### src/rtl/keypad_pkg.sv
// -----------------------------------------------------------------------------
// keypad_pkg
// Shared types and helpers for the 4x4 matrix keypad scanner.
//   state_e      : debounce FSM states (IDLE / DEBOUNCE / PRESSED)
//   scan_e       : result of one full four-column scan (NONE / SINGLE / MULTI)
//   KEY_MAP      : 16 hex codes packed as nibbles, indexed {row, col}
//   key_code()   : KEY_MAP lookup
//   count_zeros(): number of active (low) row returns in one column sample
//   first_zero() : index of the lowest active row in one column sample
// -----------------------------------------------------------------------------
package keypad_pkg;

    typedef enum logic [1:0] {
        IDLE,
        DEBOUNCE,
        PRESSED
    } state_e;

    typedef enum logic [1:0] {
        NONE,
        SINGLE,
        MULTI
    } scan_e;

    // Nibble {row, col} holds the printed legend of that key:
    //   r0: 1 2 3 A   r1: 4 5 6 B   r2: 7 8 9 C   r3: 0 F E D
    localparam logic [63:0] KEY_MAP = 64'hDEF0_C987_B654_A321;

    function automatic logic [3:0] key_code(input logic [3:0] idx);
        return KEY_MAP[{idx, 2'b00} +: 4];
    endfunction

    function automatic logic [2:0] count_zeros(input logic [3:0] bits);
        logic [2:0] n;
        n = '0;
        for (int i = 0; i < 4; i++) begin
            n = n + {2'b00, ~bits[i]};
        end
        return n;
    endfunction

    function automatic logic [1:0] first_zero(input logic [3:0] bits);
        logic [1:0] idx;
        idx = '0;
        for (int i = 3; i >= 0; i--) begin
            if (!bits[i]) begin
                idx = 2'(i);
            end
        end
        return idx;
    endfunction

endpackage

### src/rtl/keypad_tick_gen.sv
// -----------------------------------------------------------------------------
// keypad_tick_gen
// Column dwell timer: counts 0..CLK_DIV-1 and pulses o_tick on the terminal
// count; the column index advances 0->1->2->3->0 on every tick.
//   i_clk       : system clock
//   i_rst       : asynchronous active-high reset
//   o_tick      : one-cycle pulse at the end of each column dwell
//   o_col_idx   : column currently being driven
// -----------------------------------------------------------------------------
module keypad_tick_gen #(
    parameter int unsigned CLK_DIV = 100000
) (
    input  logic       i_clk,
    input  logic       i_rst,
    output logic       o_tick,
    output logic [1:0] o_col_idx
);

    localparam int unsigned CNT_W = $clog2(CLK_DIV);

    logic [CNT_W-1:0] r_cnt;
    logic [1:0]       r_col_idx;
    logic             w_tick;

    assign w_tick    = (r_cnt == CNT_W'(CLK_DIV - 1));
    assign o_tick    = w_tick;
    assign o_col_idx = r_col_idx;

    always_ff @(posedge i_clk or posedge i_rst) begin
        if (i_rst) begin
            r_cnt     <= '0;
            r_col_idx <= '0;
        end else if (w_tick) begin
            r_cnt     <= '0;
            r_col_idx <= r_col_idx + 2'd1;
        end else begin
            r_cnt     <= r_cnt + CNT_W'(1);
        end
    end

endmodule

### src/rtl/keypad_scanner.sv
// -----------------------------------------------------------------------------
// keypad_scanner
// Scans a 4x4 matrix keypad one active-low column at a time, synchronises and
// debounces the row returns and reports accepted keys as a 4-bit hex code.
//   Clk_100MHz : system clock, rising edge
//   Reset      : asynchronous active-high reset
//   Row        : row returns, active-low (pulled up off-chip)
//   Col        : column drives, active-low, one low at a time
//   KeyCode    : hex value of the last accepted key (kept after release)
//   KeyValid   : one-cycle pulse per accepted key
//   KeyHeld    : high while the accepted key is considered pressed
// Optional build macro KEYPAD_REPEAT_EN adds auto-repeat (REPEAT_DELAY scans
// to the first repeat, then one every REPEAT_RATE scans while held alone).
// -----------------------------------------------------------------------------
module keypad_scanner
    import keypad_pkg::*;
#(
    parameter int unsigned CLK_DIV        = 100000,
    parameter int unsigned DEBOUNCE_SCANS = 4
`ifdef KEYPAD_REPEAT_EN
    ,
    parameter int unsigned REPEAT_DELAY   = 500,
    parameter int unsigned REPEAT_RATE    = 100
`endif
) (
    input  logic       Clk_100MHz,
    input  logic       Reset,
    input  logic [3:0] Row,
    output logic [3:0] Col,
    output logic [3:0] KeyCode,
    output logic       KeyValid,
    output logic       KeyHeld
);

    localparam int unsigned    DB_W   = $clog2(DEBOUNCE_SCANS + 1);
    localparam logic [DB_W-1:0] DB_MAX = DB_W'(DEBOUNCE_SCANS);
    localparam logic [DB_W-1:0] DB_ONE = DB_W'(1);

`ifdef KEYPAD_REPEAT_EN
    localparam int unsigned REP_MAX = (REPEAT_DELAY > REPEAT_RATE) ? REPEAT_DELAY : REPEAT_RATE;
    localparam int unsigned REP_W   = $clog2(REP_MAX + 1);
    localparam logic [REP_W-1:0] REP_DELAY = REP_W'(REPEAT_DELAY);
    localparam logic [REP_W-1:0] REP_RATE  = REP_W'(REPEAT_RATE);
    localparam logic [REP_W-1:0] REP_ONE   = REP_W'(1);

    logic [REP_W-1:0] r_rep_cnt;
    logic [REP_W-1:0] r_rep_target;
`endif

    logic            w_tick;
    logic [1:0]      w_col_idx;
    logic [3:0]      r_row_meta;
    logic [3:0]      r_row_sync;
    logic [1:0]      r_acc_hits;   // saturates at 2: anything above one is MULTI
    logic [3:0]      r_acc_code;
    logic [2:0]      w_row_zeros;
    logic [2:0]      w_hits_sum;
    logic [1:0]      w_hits;
    logic [3:0]      w_code;
    logic            w_eval;
    scan_e           w_result;
    state_e          r_state;
    logic [3:0]      r_cand;
    logic [DB_W-1:0] r_db_cnt;
    logic [3:0]      r_key_code;
    logic            r_key_valid;
    logic            r_key_held;

    keypad_tick_gen #(
        .CLK_DIV (CLK_DIV)
    ) u_tick_gen (
        .i_clk     (Clk_100MHz),
        .i_rst     (Reset),
        .o_tick    (w_tick),
        .o_col_idx (w_col_idx)
    );

    assign Col      = ~(4'b0001 << w_col_idx);
    assign KeyCode  = r_key_code;
    assign KeyValid = r_key_valid;
    assign KeyHeld  = r_key_held;

    always_ff @(posedge Clk_100MHz or posedge Reset) begin
        if (Reset) begin
            r_row_meta <= 4'hF;
            r_row_sync <= 4'hF;
        end else begin
            r_row_meta <= Row;
            r_row_sync <= r_row_meta;
        end
    end

    // Fold the current column sample into the running scan tally. The code is
    // only meaningful when the total hit count ends up at exactly one.
    always_comb begin
        w_row_zeros = count_zeros(r_row_sync);
        w_hits_sum  = {1'b0, r_acc_hits} + w_row_zeros;
        w_hits      = (w_hits_sum >= 3'd2) ? 2'd2 : w_hits_sum[1:0];
        w_code      = r_acc_code;
        if ((r_acc_hits == 2'd0) && (w_row_zeros != 3'd0)) begin
            w_code = key_code({first_zero(r_row_sync), w_col_idx});
        end
        w_eval   = w_tick && (w_col_idx == 2'd3);
        w_result = NONE;
        if (w_hits == 2'd1) begin
            w_result = SINGLE;
        end else if (w_hits == 2'd2) begin
            w_result = MULTI;
        end
    end

    always_ff @(posedge Clk_100MHz or posedge Reset) begin
        if (Reset) begin
            r_acc_hits <= '0;
            r_acc_code <= '0;
        end else if (w_eval) begin
            r_acc_hits <= '0;
            r_acc_code <= '0;
        end else if (w_tick) begin
            r_acc_hits <= w_hits;
            r_acc_code <= w_code;
        end
    end

    always_ff @(posedge Clk_100MHz or posedge Reset) begin
        if (Reset) begin
            r_state     <= IDLE;
            r_cand      <= '0;
            r_db_cnt    <= '0;
            r_key_code  <= '0;
            r_key_valid <= 1'b0;
            r_key_held  <= 1'b0;
`ifdef KEYPAD_REPEAT_EN
            r_rep_cnt    <= '0;
            r_rep_target <= REP_DELAY;
`endif
        end else begin
            r_key_valid <= 1'b0;
`ifdef KEYPAD_REPEAT_EN
            if (r_state != PRESSED) begin
                r_rep_cnt    <= '0;
                r_rep_target <= REP_DELAY;
            end
`endif
            if (w_eval) begin
                unique case (r_state)
                    IDLE: begin
                        if (w_result == SINGLE) begin
                            r_cand <= w_code;
                            if (DB_MAX == DB_ONE) begin
                                r_key_code  <= w_code;
                                r_key_valid <= 1'b1;
                                r_key_held  <= 1'b1;
                                r_db_cnt    <= '0;
                                r_state     <= PRESSED;
                            end else begin
                                r_db_cnt <= DB_ONE;
                                r_state  <= DEBOUNCE;
                            end
                        end
                    end
                    DEBOUNCE: begin
                        if ((w_result == SINGLE) && (w_code == r_cand)) begin
                            if (r_db_cnt == DB_MAX - DB_ONE) begin
                                r_key_code  <= r_cand;
                                r_key_valid <= 1'b1;
                                r_key_held  <= 1'b1;
                                r_db_cnt    <= '0;
                                r_state     <= PRESSED;
                            end else begin
                                r_db_cnt <= r_db_cnt + DB_ONE;
                            end
                        end else if (w_result == SINGLE) begin
                            r_cand   <= w_code;
                            r_db_cnt <= DB_ONE;
                        end else begin
                            r_db_cnt <= '0;
                            r_state  <= IDLE;
                        end
                    end
                    PRESSED: begin
                        // Any key activity restarts the release count: no rollover.
                        if (w_result == NONE) begin
                            if (r_db_cnt == DB_MAX - DB_ONE) begin
                                r_key_held <= 1'b0;
                                r_db_cnt   <= '0;
                                r_state    <= IDLE;
                            end else begin
                                r_db_cnt <= r_db_cnt + DB_ONE;
                            end
                        end else begin
                            r_db_cnt <= '0;
                        end
`ifdef KEYPAD_REPEAT_EN
                        if ((w_result == SINGLE) && (w_code == r_key_code)) begin
                            if (r_rep_cnt == r_rep_target - REP_ONE) begin
                                r_key_valid  <= 1'b1;
                                r_rep_cnt    <= '0;
                                r_rep_target <= REP_RATE;
                            end else begin
                                r_rep_cnt <= r_rep_cnt + REP_ONE;
                            end
                        end else begin
                            r_rep_cnt    <= '0;
                            r_rep_target <= REP_DELAY;
                        end
`endif
                    end
                    default: begin
                        r_db_cnt <= '0;
                        r_state  <= IDLE;
                    end
                endcase
            end
        end
    end

endmodule
### config.mk
export PLATFORM = sky130hd
export DESIGN_NAME = keypad_scanner
export DESIGN_NICKNAME = d
export VERILOG_FILES = /design/src/rtl/keypad_pkg.sv /design/src/rtl/keypad_tick_gen.sv /design/src/rtl/keypad_scanner.sv
export SDC_FILE = /design/constraint.sdc
export NUM_CORES = 1
export LEC_CHECK = 0
export BUFFER_PORTS_ARGS = -buffer_cell sky130_fd_sc_hd__buf_2
export CORE_AREA = 2 2 75 77
export CTS_CLUSTER_DIAMETER = 150
export DETAILED_ROUTE_END_ITERATION = 7
export DIE_AREA = 0 0 77 79
export HOLD_SLACK_MARGIN = 0.15
export PLACE_DENSITY = 0.67
export SLEW_MARGIN = 20
export SYNTH_ARGS = -nofsm -noshare
export SYNTH_HDL_FRONTEND = slang
export SYNTH_HIERARCHICAL = 1
export SYNTH_SLANG_ARGS = --single-unit
export TNS_END_PERCENT = 100
### constraint.sdc
create_clock -name Clk_100MHz -period 5 [get_ports Clk_100MHz]
set_input_delay 0.75 -clock Clk_100MHz [delete_from_list [all_inputs] [get_ports Clk_100MHz]]
set_output_delay 0.75 -clock Clk_100MHz [all_outputs]
set_load 0.05 [all_outputs]
After elaboration in Yosys (flattened, before gate mapping)

Cells that the tools add are included.

Register bits: 48
Bits of input ports: 6

Bitwise logic cells: 5
Order comparisons: 1
Mux-type cells: 39
Reduce and logical (&&, ||, !) cells: 15
Add/sub/neg operators: 7
Equality and inequality tests: 17
Shift operators: 2

Operators by type and width:

| kind                                                       | count |
|---|---|
| variable part select 64 x 7 -> 4 bit, first input constant | 1 |
| 2-to-1 mux 2 bit                                           | 16 |
| 2-to-1 mux 4 bit                                           | 5 |
| adder 17 x 1 -> 17 bit, second input constant              | 1 |
| == test 17 bit, second input constant                      | 1 |
| 2-to-1 mux 17 bit                                          | 1 |
| 2-to-1 mux 3 bit                                           | 4 |
| != test 2 bit, second input constant                       | 6 |
| AND reduction 6 bit                                        | 2 |
| 2-to-1 mux 1 bit                                           | 9 |
| case mux 3 bit (3 select lines)                            | 1 |
| case mux 4 bit (2 select lines)                            | 1 |
| == test 2 x 1 -> 1 bit, second input constant              | 3 |
| == test 2 bit, second input constant                       | 3 |
| zero test 2 bit                                            | 3 |
| != test 3 bit, second input constant                       | 2 |
| case mux 2 bit (3 select lines)                            | 1 |
| nonzero test 2 bit                                         | 3 |
| == test 4 bit                                              | 1 |
| NOT 1 bit                                                  | 4 |
| NOT 4 bit                                                  | 1 |
| AND reduction 4 bit                                        | 1 |
| left shift 1 x 2 -> 4 bit, first input constant            | 1 |
| adder 2 x 1 -> 3 bit                                       | 1 |
| other kinds (12)                                           | 14 |

Longest topological paths before layout

Gate-level depths: netlist (run 1).

Depth in word-level cells: 15
Gate-level depth with buffers: 15

By module

Netlist (run 1), hierarchy kept.

Modules (own cells, without submodules):

| module          | area an instance (um2) | cells each | times used |
|---|---|---|---|
| keypad_scanner  | 1695.4                 | 160        | 1 |
| keypad_tick_gen | 890.9                  | 80         | 1 |

Worst setup path before layout (run 1)

Ideal clock, no wire load.

Path kind: reg2reg
From: register r_row_sync[1]
To: register r_cand[3]
Slack: 1290 ps
Required time: 4872 ps
Arrival time: 3582 ps
Period minus slack after synthesis: 3710 ps
Cell stages (with the launch flop): 15
Setup time: 128 ps
Cells stage by stage: dfstp_2 -> inv_1 -> fa_1 -> ha_1 -> ha_1 -> fa_1 -> xor2_1 -> nor2_1 -> nand2_1 -> inv_1 -> ha_1 -> nand2_1 -> o41ai_1 -> a21oi_4 -> mux2_1

Word-level cells in the longest chain between the ends: 14
Elaborated cells on any way between the ends: 26
Those cells by class: add/sub: 4; order compare: 1; eq/ne: 5; shift: 1; mux: 10; bitwise: 1; reduce/logical: 4

Ends and longest elaborated chain:

| item                                                                          | RTL line                                                            | source |
|---|---|---|
| start: declaration                                                            | keypad_scanner.sv:53                                                | `logic [3:0] r_row_sync;` |
| start signal: assignment                                                      | keypad_scanner.sv:89                                                | `r_row_sync <= r_row_meta;` |
| NOT 1 bit                                                                     | keypad_pkg.sv:37                                                    | `n = n + {2'b00, ~bits[i]};` |
| adder 1 x 1 -> 2 bit                                                          | keypad_pkg.sv:37                                                    |  |
| adder 2 x 1 -> 3 bit                                                          | keypad_pkg.sv:37                                                    |  |
| adder 3 x 1 -> 3 bit                                                          | keypad_pkg.sv:37                                                    |  |
| adder 2 x 3 -> 3 bit                                                          | keypad_scanner.sv:97                                                | `w_hits_sum = {1'b0, r_acc_hits} + w_row_zeros;` |
| >= comparator 3 x 2 -> 1 bit                                                  | keypad_scanner.sv:98                                                | `w_hits = (w_hits_sum >= 3'd2) ? 2'd2 : w_hits_sum[1:0];` |
| 2-to-1 mux 2 bit                                                              | keypad_scanner.sv:98                                                |  |
| == test 2 bit                                                                 | keypad_scanner.sv:107                                               | `end else if (w_hits == 2'd2) begin` |
| 2-to-1 mux 2 bit                                                              | keypad_scanner.sv:107                                               |  |
| 2-to-1 mux 2 bit                                                              | keypad_scanner.sv:105                                               | `if (w_hits == 2'd1) begin` |
| == test 2 x 1 -> 1 bit                                                        | keypad_scanner.sv:148, keypad_scanner.sv:163, keypad_scanner.sv:173 |  |
| 2-to-1 mux 4 bit / logical AND 1 bit (equally long branches)                  | keypad_scanner.sv:148, keypad_scanner.sv:173, keypad_scanner.sv:163 |  |
| 2-to-1 mux 4 bit / != test 2 bit (equally long branches)                      | n/a                                                                 |  |
| case mux 4 bit (2 select lines) / AND reduction 3 bit (equally long branches) | n/a                                                                 |  |
| end signal: assignment                                                        | keypad_scanner.sv:149                                               | `r_cand <= w_code;` |
| end signal: assignment                                                        | keypad_scanner.sv:174                                               | `r_cand <= w_code;` |
| end: declaration                                                              | keypad_scanner.sv:63                                                | `logic [3:0] r_cand;` |

Parallel ways exist; a longest one is shown, timed or not. The select of a mux whose other input is x is not followed.
A chain may end at the register's enable or synchronous reset.

Worst setup path in the final report (run 1)

From: register r_row_sync[1]
To: register r_cand[1]

The elaborated chain is that of the path after synthesis.

==> run summary, run 1 <==
The run finished with clean final reports. The tools report the global-route total usage across every layer as 16.8%. The cell accounting for the most synthesized area was dfrtp_1. The number of clock sinks is 48, and the share of cells above drive strength 1 is 17.8%.

The area growth from synthesis to layout is 8.61%. The setup path with the least slack is of type flip-flop to flip-flop. For the number of buffers added by the clock tree synthesis step, the log shows 5. The floorplan step set the die height to 79 um. The worst setup path is launched from a flip-flop. The congestion estimate from routability-driven global placement came to 0.866.

The power density relative to cell area was 244 mW/mm^2. Endpoint kind of the worst setup timing path: a flip-flop. The share of async-settable or async-resettable flops after synthesis is 100%. For the finished layout, the period the worst path requires is 3.98 ns. The netlist uses 54 different library cells.

The number of hold buffers added after cts came out at 0. The buffer type at the clock tree root is clkbuf_8. Row generation in the floorplan step produced 27 rows. Synthesis produced a netlist whose cell count is 240. The synthesized design devotes to its leading area cell type 38.7% of total area.

The ratio of final minimum period to clock period works out to 79.6%. Critical-path maximum fanout: 7. After detailed routing, the total wire length is 4610 um. The worst hold path belongs to the class flip-flop to flip-flop. The number of global-route vias before repair is 1,716, and the number of nets produced by synthesis is 259. After detailed routing, the average wire length per cell comes to 13.9 um. By area the synthesized netlist is led by dfrtp_1, dfstp_2, ha_1.

For the placed instance area, the log shows 0.00273 sq mm. The number of maximum-capacitance violations is 0. Number of remaining DRC errors: 0.

Summed over all layers, the global routing overflow is 0. Across all layers, the routed design uses 1,782 vias. The run gives 46.8% as the share of synthesized area occupied by flip-flops and latches. Initial cell density of the core: 48.5%. The data arrival time of the worst path was 4.16 ns. The final design instance area without fill was 0.00281 sq mm.

The clock arrives with 0.00781 ns of skew. The run gives 0 as the number of buffers added for setup after CTS. TritonCTS built the clock tree. The pin count of the biggest net entering global routing was 30; the first-pass GRT wire length was 8210 um. For the pin with the worst max-slew slack, the measured transition is 0.794 ns.

Setup total negative slack on the finished layout was measured at 0 ns. The count of pins on the block boundary came out at 16. Counting flops and latches in the post-synthesis netlist gives 48.

In this run the horizontal extent of the chip is 77 um. In this run the tightest slew margin relative to its limit is 47.0%. The filler cell count in the final layout was 511; the depth of the CTS H-tree was 2. At the worst endpoint, the required time is 5.18 ns. Based on the critical path, the design can be clocked at up to 251 MHz. Count of flip-flops with a built-in enable after synthesis: 0. The floorplan step defined a die boundary enclosing 0.00608 sq mm. The count of nets left with antenna violations once routing finished came out at 0. The violation count after the first detailed-route iteration was 187; the clock edge transition at the registers on the reported setup and hold paths was 0.08 ns.

The logs give 0 for the final-report max-slew violation count and 0 for the final hold violation count. The initial antenna violation count was 0; the clock latency on the worst-skew pair was 0.30 ns. Yosys printed 6 warnings.

Dividing the detail-routed via count by the number of cells gives 5.38. The number of buffer cells added on primary ports is 15, and the synthesized area per cell is 10.8 sq um. The pre-antenna-repair detailed-routing pass consisted of 4 iterations. Setup violations remaining at the end of the flow were counted as 0. IR analysis of the VDD net gives a maximum drop of 154 uV. The core area was 0.00534 sq mm; the synthesized area was 0.00259 sq mm.

The static leakage was 1.28 nW; the final net count was 278. The run gives 2 as the buffer depth of the longest clock path. Among all flip-flop cells after synthesis, the most frequent one is dfrtp_1.

After clock tree synthesis, the repair step resized 0 gates. The HPWL after detailed placement is 3320 um. The run gives 0 as the final antenna diode count.

Setup repair after global routing left no endpoint under its margin.
-- where the power goes --
part,internal [W],switching [W]
clock network,0.0000953,0.000121
logic,0.0000258,0.0000475
registers,0.000394,0.00000276
total,0.000515,0.000171
-- path summary, 6_finish.rpt --
| path | startpoint | end | slack [ns] | cells past startpoint |
|---|---|---|---|---|
| worst max-delay path | r_row_sync[1] | r_cand[1] | 1.02 | 14 |
| worst min-delay path | r_row_meta[2] | r_row_sync[2] | 0.36 | 0 |
| worst max register to register | r_row_sync[1] | r_cand[1] | 1.02 | 14 |
| worst min register to register | r_row_meta[2] | r_row_sync[2] | 0.36 | 0 |
| max in group asynchronous | Reset | u_tick_gen/r_cnt[16] | 3.96 | 2 |
| min in group asynchronous | Reset | r_state[0] | 0.52 | 2 |
-- state kept, by name, summed over array words and instances, names as in the netlist --
signal	count
r_row_sync	4
r_acc_code	4
KeyValid	1
u_tick_gen/r_cnt	17
KeyHeld	1
r_row_meta	4
r_state	2
KeyCode	4
u_tick_gen/o_col_idx	2
r_acc_hits	2
r_cand	4
r_db_cnt	3
-- synth_stat cells, types with 2 or more instances --
| cell | n |
|---|---|
| and3_1 | 3 |
| a21oi_1 | 6 |
| dfstp_2 | 8 |
| mux2i_1 | 5 |
| xor2_1 | 7 |
| o22ai_1 | 7 |
| nand3_1 | 9 |
| o211ai_1 | 2 |
| ha_1 | 11 |
| nor4_2 | 2 |
| o41ai_1 | 2 |
| inv_1 | 23 |
| or3_1 | 2 |
| dfrtp_1 | 40 |
| nor3b_1 | 3 |
| and4_1 | 4 |
| nor2b_1 | 2 |
| nor3_1 | 5 |
| nand2b_1 | 2 |
| nand4_1 | 6 |
| mux2_4 | 4 |
| nand2_1 | 15 |
| nor2_1 | 18 |
| o21ai_0 | 10 |
| fa_1 | 2 |
| xnor2_1 | 13 |
| mux2_1 | 2 |
-- cells in the final DEF, fill, tap and decap left out, drive strengths merged, types with 2 or more instances in the layout --
| cell type | n |
|---|---|
| nor3b | 3 |
| nor2b | 2 |
| ha | 11 |
| nor2 | 18 |
| nand3 | 9 |
| nand2 | 15 |
| o211ai | 2 |
| buf | 15 |
| clkbuf | 6 |
| a21oi | 8 |
| o41ai | 2 |
| inv | 23 |
| nand2b | 3 |
| mux2i | 5 |
| or3 | 2 |
| o22ai | 7 |
| xor2 | 8 |
| and3 | 4 |
| xnor2 | 13 |
| dfstp | 8 |
| nand4 | 7 |
| mux2 | 6 |
| and4 | 5 |
| o21ai | 10 |
| nor3 | 6 |
| nor4 | 2 |
| fa | 2 |
| dfrtp | 40 |
-- per-layer routing --
| layer | part of all wire [%] | global-route usage [%] |
|---|---|---|
| met4 | 0.95 | 4.29 |
| met5 | 0 | 0 |
| met3 | 3.1 | 3.86 |
| met1 | 51 | 24.0 |
| met2 | 45 | 26.1 |
-- through the flow --
stage	std cells	util, %	hold WS, ns	setup WS (ns)	total power (W)
5_1_grt	331	52.6	0.363	0.734	0.000722
3_3_place_gp	324	51.2	0.346	1.09	0.000477
2_1_floorplan	240	-	0.345	1.29	0.000462
6_report	331	52.6	0.358	1.02	0.000686
3_5_place_dp	324	51.2	0.347	0.961	0.000477
4_1_cts	331	52.6	0.358	0.955	0.000693
-- critical path, cell delays in order (launching register included) --
cell,delay [ns]
dfstp_2,0.59
inv_1,0.10
fa_1,0.47
ha_1,0.19
ha_1,0.32
fa_1,0.42
xor2_1,0.15
nor2_1,0.16
nand2_1,0.10
inv_1,0.06
ha_1,0.18
nor3b_1,0.38
o41ai_1,0.20
a21oi_4,0.21
mux2_1,0.35
-- logic make-up after synthesis --
logic type	synth area share (%)
buffers and inverters	4.11
DFF	46.8
xor gates and xnor gates	7.40
and+or+nand+nor	17.8
adders and majority gates	6.87
AOI/OAI and AO/OA	11.9
muxes	5.13
-- layout make-up --
class                      count  area (sq um)  share of cell area (%)
timing repair buffer          15          75.1                    2.67
tap                           72          90.1                    3.21
multi-input combinational    166          1270                    45.2
clock inverter                 1          5.00                   0.178
clock buffer                   6          72.6                    2.58
inverter                      23          86.3                    3.07
sequential                    48          1210                    43.1
Power figures use the tool's default switching activity.
==> inputs of run 2 (changes only) <==
Settings changed: ABC_AREA from default to 1, CORE_AREA 2 2 75 77 to 2 2 80 82, DIE_AREA 0 0 77 79 to 0 0 82 84, PLACE_DENSITY 0.67 to 0.69.
Clock period 5 ns to 3.3 ns, I/O delays scaled along.
==> run summary, run 2 <==
The flow ran to the end, and the final reports show no timing, DRC or antenna violations. Wires add up to 5780 um. The run gives 0.000816 W as the cell internal power dissipation.

The run gives 48 as the number of clock sinks. In the synthesized netlist the async set-or-reset flop fraction comes to 100%. The register with the most flip-flops in the layout has 17 of them. For this run, the detailed router's first-pass iteration total came to 4. The die span in x works out to 82 um. Final net count: 431. The routed via count is 2,454. STA classifies the critical path endpoint as a flip-flop.

The instance count of the mapped netlist was 383; the share of synthesized area occupied by flip-flops and latches was 41.1%. The logs give 6 for the count of synthesis-stage warnings from yosys and 16 for the count of pins on the block boundary. The initial antenna violation count came out at 0.

The count of nets left with antenna violations once routing finished came out at 0. For the finished layout, the period the worst path requires is 3.15 ns. TritonCTS built the clock tree. Via density per instance: 5.01. Traced cell by cell, the critical path runs through inv_2, fa_1, ha_4, ha_4, fa_1, a21oi_1, o21ai_1, inv_1, buf_4, ha_4, inv_6, a21oi_4, inv_2, nor2_4, nand2_2, nand2_1, nand2_1. The logs give 0 for the number of maximum-capacitance violations and 10,000 um for the first-pass GRT wire length. The die covers 0.00689 sq mm. The overall die height is 84 um, and the number of non-filler instances in the completed layout is 490.

The largest single stage delay on the critical path is 0.54 ns. Clock tree synthesis inserted a total of 5 buffers. By instance count, the leading cell after synthesis is nand2_1.

The run gives 2,360 as the number of global-route vias before repair. The number of instances in the placed design is 481. Fraction of power spent switching nets: 28.0%.

The most common cell after layout, fill and taps aside is nand2_1. After synthesis, the most frequently instantiated cells are nand2_1, inv_1, dfrtp_1. The part of the total power dissipated in the clock network was 30.6%; the area added between synthesis and finish was 14.3%. The top routing layer in use is met4.

Headroom to the max-slew limit came out at 51.5%. The proportion of power drawn by flip-flops and latches was 52.8%. Cell accounting for the most synthesized area: dfrtp_1.

Core area: 0.00610 sq mm. The tools report the static leakage as 1.73 nW. The later pin in the worst-skew pair is clocked with a latency of 0.30 ns. Yosys attributes the largest share of cell area to dfrtp_1, nand2_1, inv_1. Measured on the finished design, the core utilization comes to 55.3%. The post-route netlist has 24.7% of its cells at a drive strength greater than 1.

After synthesis, the largest area contributor takes up 33.9% of total cell area. The critical path startpoint was r_row_sync[1]. Summing internal, switching and leakage power gives 0.00113 W. In this run the clock root is driven by a clkbuf_8. The type of the worst setup path is flip-flop to flip-flop.

The critical path contains buffers and inverters numbering 5 combined. The run gives 0 as the final antenna diode count. Data arrives at the worst endpoint at 3.35 ns.

The tools report the setup skew after layout as 0.0108 ns. The worst setup path is launched from a flip-flop. The routed design uses 2930 um of met2 wire. At the pin with the least slew margin, the transition time is 0.727 ns.

The required time at the worst-slack endpoint is 3.49 ns. The worst vdd rail ir drop was 181 uV; the worst reg-to-reg setup slack was 0.15 ns. Adding up every negative setup slack in the final design gives 0 ns. The total half-perimeter wirelength after legalization and detailed placement was 4360 um; the number of distinct library cells after synthesis was 33.

On the critical path the largest part of the delay comes from adder cells. After routing the design area is 0.00337 sq mm. Placed instance area: 0.00319 sq mm. The critical path runs through a total of 17 cells. The final hold violation count is 0. The buffer depth of the longest clock path is 2.

Input and output buffers added on the ports amount to 15. The floorplan row count is 29. The tightest min-delay check is of the input pin to async pin type. The tools report the worst setup path endpoint as r_state[1].

The tools report the pin count of the biggest net entering global routing as 30. Counting cells, the worst reg-to-reg path comes to 17. For the combinational power share, the log shows 16.6%. The worst-path cell with the longest stage delay was dfstp_2.

In this run the worst path has a maximum fanout of 4. At the end of routability-driven placement, the weighted congestion stood at 0.832. Power spread over the standard cell area amounts to 336 mW/mm^2. The largest register by flop count is u_tick_gen/r_cnt.

Across every metal layer, demand over resource in global routing totals 18.4%. Of the available clock period, the critical path in the final layout requires 95.5%. The clock edge transition at the registers on the reported setup and hold paths works out to 0.10 ns.

The run gives 142 um as the length of routed met3 wiring. The worst register-to-register path begins at r_row_sync[1]. The end of the worst register-to-register path was r_state[1]. The final-report max-slew violation count is 0, and the depth of the CTS H-tree is 2. Timing would allow up to 317 MHz. In the layout the commonest cells are nand2_1, inv_1, dfrtp_1. After synthesis the cells add up to 0.00295 sq mm.

By instance count, the cell type seen most on the critical path is ha_4. After detailed routing, the average wire length per cell comes to 11.8 um. Number of nets produced by synthesis: 402. The run gives 0.000318 W as the net switching power. The count of final setup violators was 0; the synthesis-stage register bit count was 48. Once the floorplan was initialized, standard cells occupied 48.4% of the core. The detailed router put a total of 2640 um of wire on met1. The detailed router finished its first iteration with 81 violations. A synthesized cell averages 7.70 sq um. Summed over all layers, the global routing overflow is 0. In the routed design, unresolved DRC markers number 0.

The synthesized design contains 0 enable-type register cells. The flip-flop cell with the highest count after synthesis is dfrtp_1.
[run 2: cell count changes in the layout (fill, tap and decap cells not counted), sizes merged, moves of 10 or more]
cell,change
nand3,+33
nor2,+26
buf,+10
inv,+48
xnor2,-13
nand2,+99
[run 2: through the flow]
stage,hold slack [ns],setup slack (ns)
2_1_floorplan,0.345,0.0142
3_3_place_gp,0.347,-0.0396
3_5_place_dp,0.347,-0.0914
4_1_cts,0.270,0.0162
5_1_grt,0.263,-0.00351
6_report,0.262,0.147
[run 2: logic make-up (layout without fill, tap and decap cells)]
| logic type | count (synthesis) | count (layout) | synth area share [%] |
|---|---|---|---|
| buf+inv | 75 | 105 | 9.67 |
| flops | 48 | 48 | 41.1 |
| fa+ha+maj | 13 | 13 | 6.02 |
| xor+xnor | 5 | 5 | 1.48 |
| simple gates | 214 | 214 | 36.2 |
| compound gates | 28 | 28 | 5.52 |
[run 2: final cells by class]
type	count	area [sq um]
Tap cell	77	96.3
Clock buffer	5	68.8
Inverter	72	275
Timing Repair Buffer	25	150
Multi-Input combinational cell	260	1550
Clock inverter	3	18.8
Fill cell	571	2720
Sequential cell	48	1210
[run 2: repair_timing]
action                     CTS  global route
pin swaps                    4             7
hold buffers                 0             0
setup endpoints to repair    5            14
resized for setup           10            13
cloned                       0             0
setup buffers                0             1
[run 2: how the worst min path moves through the flow]
stage	endpoint	start	slack, ns
CTS	r_acc_hits[1]	Reset	0.27
global placement	r_row_sync[2]	r_row_meta[2]	0.35
finish	r_acc_code[3]	Reset	0.26
detailed placement	r_row_sync[3]	r_row_meta[3]	0.35
floorplan	r_row_sync[0]	r_row_meta[0]	0.35
global route	r_row_meta[0]	Row[0]	0.26
[run 2: power groups by stage]
| stage | Sequential [W] | Combinational (W) | Clock, W |
|---|---|---|---|
| after detailed placement | 0.000610 | 0.000159 | 0 |
| after floorplan | 0.000610 | 0.000116 | 0 |
| after CTS | 0.000599 | 0.000168 | 0.000369 |
| after global placement | 0.000610 | 0.000157 | 0 |
| after global routing | 0.000600 | 0.000211 | 0.000393 |
| final | 0.000599 | 0.000188 | 0.000347 |
[run 2: metal layers]
metal | global-route usage [%] | up-vias
met4 | 6.06 | 0
met3 | 3.90 | 7
met5 | 0 | -
met1 | 22.0 | 1156
met2 | 32.1 | 35
li1 | - | 1256
[run 2: worst register-to-register path, stage by stage (launching register included)]
cell     delay (ns)
dfstp_2        0.54
inv_2          0.04
fa_1           0.51
ha_4           0.18
ha_4           0.26
fa_1           0.41
a21oi_1        0.12
o21ai_1        0.07
inv_1          0.08
buf_4          0.13
ha_4           0.16
inv_6          0.05
a21oi_4        0.13
inv_2          0.08
nor2_4         0.11
nand2_2        0.07
nand2_1        0.06
nand2_1        0.05
==> inputs of run 3 (changes only) <==
Settings changed: CORE_AREA 2 2 80 82 to 2 2 104 106, DIE_AREA 0 0 82 84 to 0 0 106 108, PLACE_DENSITY 0.69 to default.
==> run summary, run 3 (synthesis results as in run 2) <==
The per-cell routed wire length is 11.5 um. The first routing iteration left 104 violations. Clock-pin slew was measured on the worst setup and hold paths at 0.10 ns. Summing all non-filler instances in the final layout gives an area of 0.00356 sq mm. Summed over all cells, the static leakage comes to 1.78 nW. The run gives 0.000977 W as the cell internal power dissipation.

The length of routed met3 wiring is 97 um, and the overall die height is 108 um. The worst relative slew slack was 39.8%; the required time at the worst-slack endpoint was 3.52 ns. The cell sitting at the root of the clock tree is a clkbuf_8. The tree built by TritonCTS fans out to 48 sinks. The worst reg-to-reg setup slack was 0.12 ns; the count of pins on the block boundary was 16. The floorplan step defined a die boundary enclosing 0.0114 sq mm. From synthesis to final layout, the design area changed by 20.6%. The tools report the count of final setup violators as 0.

The HPWL after detailed placement is 4680 um. The largest individual stage delay along the critical path comes from the cell fa_1. For the worst hold slack, the log shows 0.254 ns. Entering global routing, the biggest net connects 25 pins. The cell that appears most often on the critical path is nand2_2. For this run, the top clock speed supported by timing is 314 MHz. The number of buffer cells added on primary ports is 15, and the first-pass GRT wire length is 11,200 um. In the final layout, the share of cells above drive strength 1 is 27.2%. The endpoint kind of the worst setup timing path was a flip-flop. The logs give 0.0160 ns for the setup skew after layout and 0.00328 sq mm for the placed instance area.

The number of buffers added by the clock tree synthesis step is 5, and the sum of routed wire length over all layers is 6330 um. Net switching is 26.1% of the power. For the final-report max-slew violation count, the log shows 0. For the number of global-route vias before repair, the log shows 2,525. The end of the worst register-to-register path is r_cand[1]. IR analysis of the VDD net gives a maximum drop of 200 uV. The congestion estimate from routability-driven global placement came to 0.828. Count of cells along the worst register-to-register path: 18. The setup path with the least slack is of type flip-flop to flip-flop. The later pin in the worst-skew pair is clocked with a latency of 0.32 ns. The flow ran to the end, and the final reports show no timing, DRC or antenna violations.

The share of total power dissipated in sequential elements is 45.3%. u_tick_gen/r_cnt holds more flip-flops than any other register. The number of nets with antenna violations after detailed routing was 0. Traced cell by cell, the critical path runs through inv_2, fa_1, ha_4, ha_4, fa_1, a21oi_2, o21ai_1, inv_2, nand2_2, inv_2, ha_4, buf_4, nand3_2, nand2_2, nand2_4, nand2_4, nand2_2, nand2_2. The run gives 0 as the initial antenna violation count.

The slew of the pin with the lowest slew margin is 0.897 ns. Summed over all nets, wire length on met2 after detailed routing comes to 3220 um. In this run the standard cell core region covers 0.0102 sq mm. Summed over all nets, the switching power comes to 0.000346 W. The kind of start point of the critical path is a flip-flop. In the routed layout, each cell is associated on average with a via count of 4.54. The library cells used most frequently in the layout, excluding fill and tap cells, are nand2_1, inv_1, dfrtp_1. The number of hold buffers added after CTS was 0. TritonCTS built the clock tree. The die span in x was 106 um; the buffer depth of the longest clock path was 2. For this block, wires on met1 add up to 2930 um. The number of flip-flops under the largest register name works out to 17.

The initialized floorplan defines 37 standard-cell rows. Dividing the final minimum period by the clock period gives 96.5%. For this run, the post-layout net count is 434. The highest metal layer carrying signal wires in the routed design is met4. Along the worst path, the maximum fanout reaches 5. The logs give 39.8% for the part of the total power dissipated in the clock network and 2,504 for the routed via count. In the routed design, unresolved DRC markers number 0. The H-tree generated during clock tree synthesis spans 2 levels.

The worst register-to-register path begins at r_row_sync[0]. In this run the worst hold path is classified as input pin to async pin. For the initial cell density of the core, the log shows 28.8%.

0 antenna diodes ended up in the layout. The tools report the number of detailed-routing iterations run before antenna repair as 4. Combinational power share: 14.9%.

For the final hold violation count, the log shows 0. The most common cell after layout, fill and taps aside was nand2_1. After global routing the overflow that remains totals 0.

Global-route total usage across every layer: 12.0%. For this design the ratio of total power to cell area is 372 mW/mm^2. After layout, the minimum clock period comes to 3.18 ns. The number of maximum-capacitance violations came out at 0. Setup repair after global routing could not meet its margin everywhere.

On the worst path, the slowest cell contributes a delay of 0.58 ns. The run gives 3.40 ns as the data arrival time of the worst path.
[run 3: cell types whose count changed in the layout (fill, tap and decap cells not counted), moves of 2 or more]
| cell | delta |
|---|---|
| nand2_1 | -5 |
| nand2_2 | +5 |
| buf_6 | +2 |
| bufinv_16 | +2 |
| clkinvlp_4 | -2 |
[run 3: final cells by class]
class	instances	area, sq um
tap	136	170
fill	1061	6670
inverter	72	273
sequential	48	1210
clock inverter	3	68.8
multi-input combinational	261	1590
clock buffer	5	68.8
timing repair buffer	27	173
[run 3: layer usage]
| layer | GRT usage (%) | up-vias |
|---|---|---|
| met4 | 3.95 | 0 |
| met5 | 0 | - |
| li1 | - | 1264 |
| met2 | 21.8 | 13 |
| met3 | 1.99 | 7 |
| met1 | 14.6 | 1220 |
[run 3: critical path: cells and delay by family (launching register included)]
family	cells	cell delay [ns]
AO/OA/AOI/OAI	2	0.12
AND/OR/NAND/NOR	7	0.51
buffers and inverters	4	0.28
flip-flops	1	0.55
adder cells (fa/ha/maj)	5	1.62
[run 3: what timing repair did]
action,CTS,global route
endpoints found under the setup margin,12,14
buffers inserted,1,0
cloned,0,1
gates resized for setup,14,18
pin swaps,5,15
[run 3: power groups by stage]
stage	Sequential [W]	Clock (W)	Combinational, W
after floorplan	0.000610	0	0.000116
after global routing	0.000600	0.000566	0.000224
final	0.000599	0.000527	0.000197
after detailed placement	0.000610	0	0.000164
after CTS	0.000599	0.000541	0.000184
after global placement	0.000610	0	0.000159
[run 3: how the worst max path moves through the flow]
stage | startpoint | slack [ns] | to
after global placement | r_row_sync[0] | -0.01 | KeyHeld
after detailed placement | r_row_sync[0] | -0.11 | r_state[1]
after global routing | r_row_sync[0] | -0.03 | r_state[1]
final | r_row_sync[0] | 0.12 | r_cand[1]
after floorplan | r_row_sync[0] | 0.01 | r_state[0]
after CTS | r_row_sync[3] | 0.02 | r_state[1]
[run 3: per-stage QoR]
stage	setup TNS (ns)	utilization, %	total power (W)	instances	setup slack [ns]
floorplan	0	-	0.000726	383	0.0142
global placement	-0.0103	32.0	0.000769	542	-0.0103
detailed placement	-0.547	32.0	0.000775	542	-0.111
CTS	0	34.0	0.00132	551	0.0163
global route	-0.189	34.8	0.00139	552	-0.0340
finish	0	34.8	0.00132	552	0.117
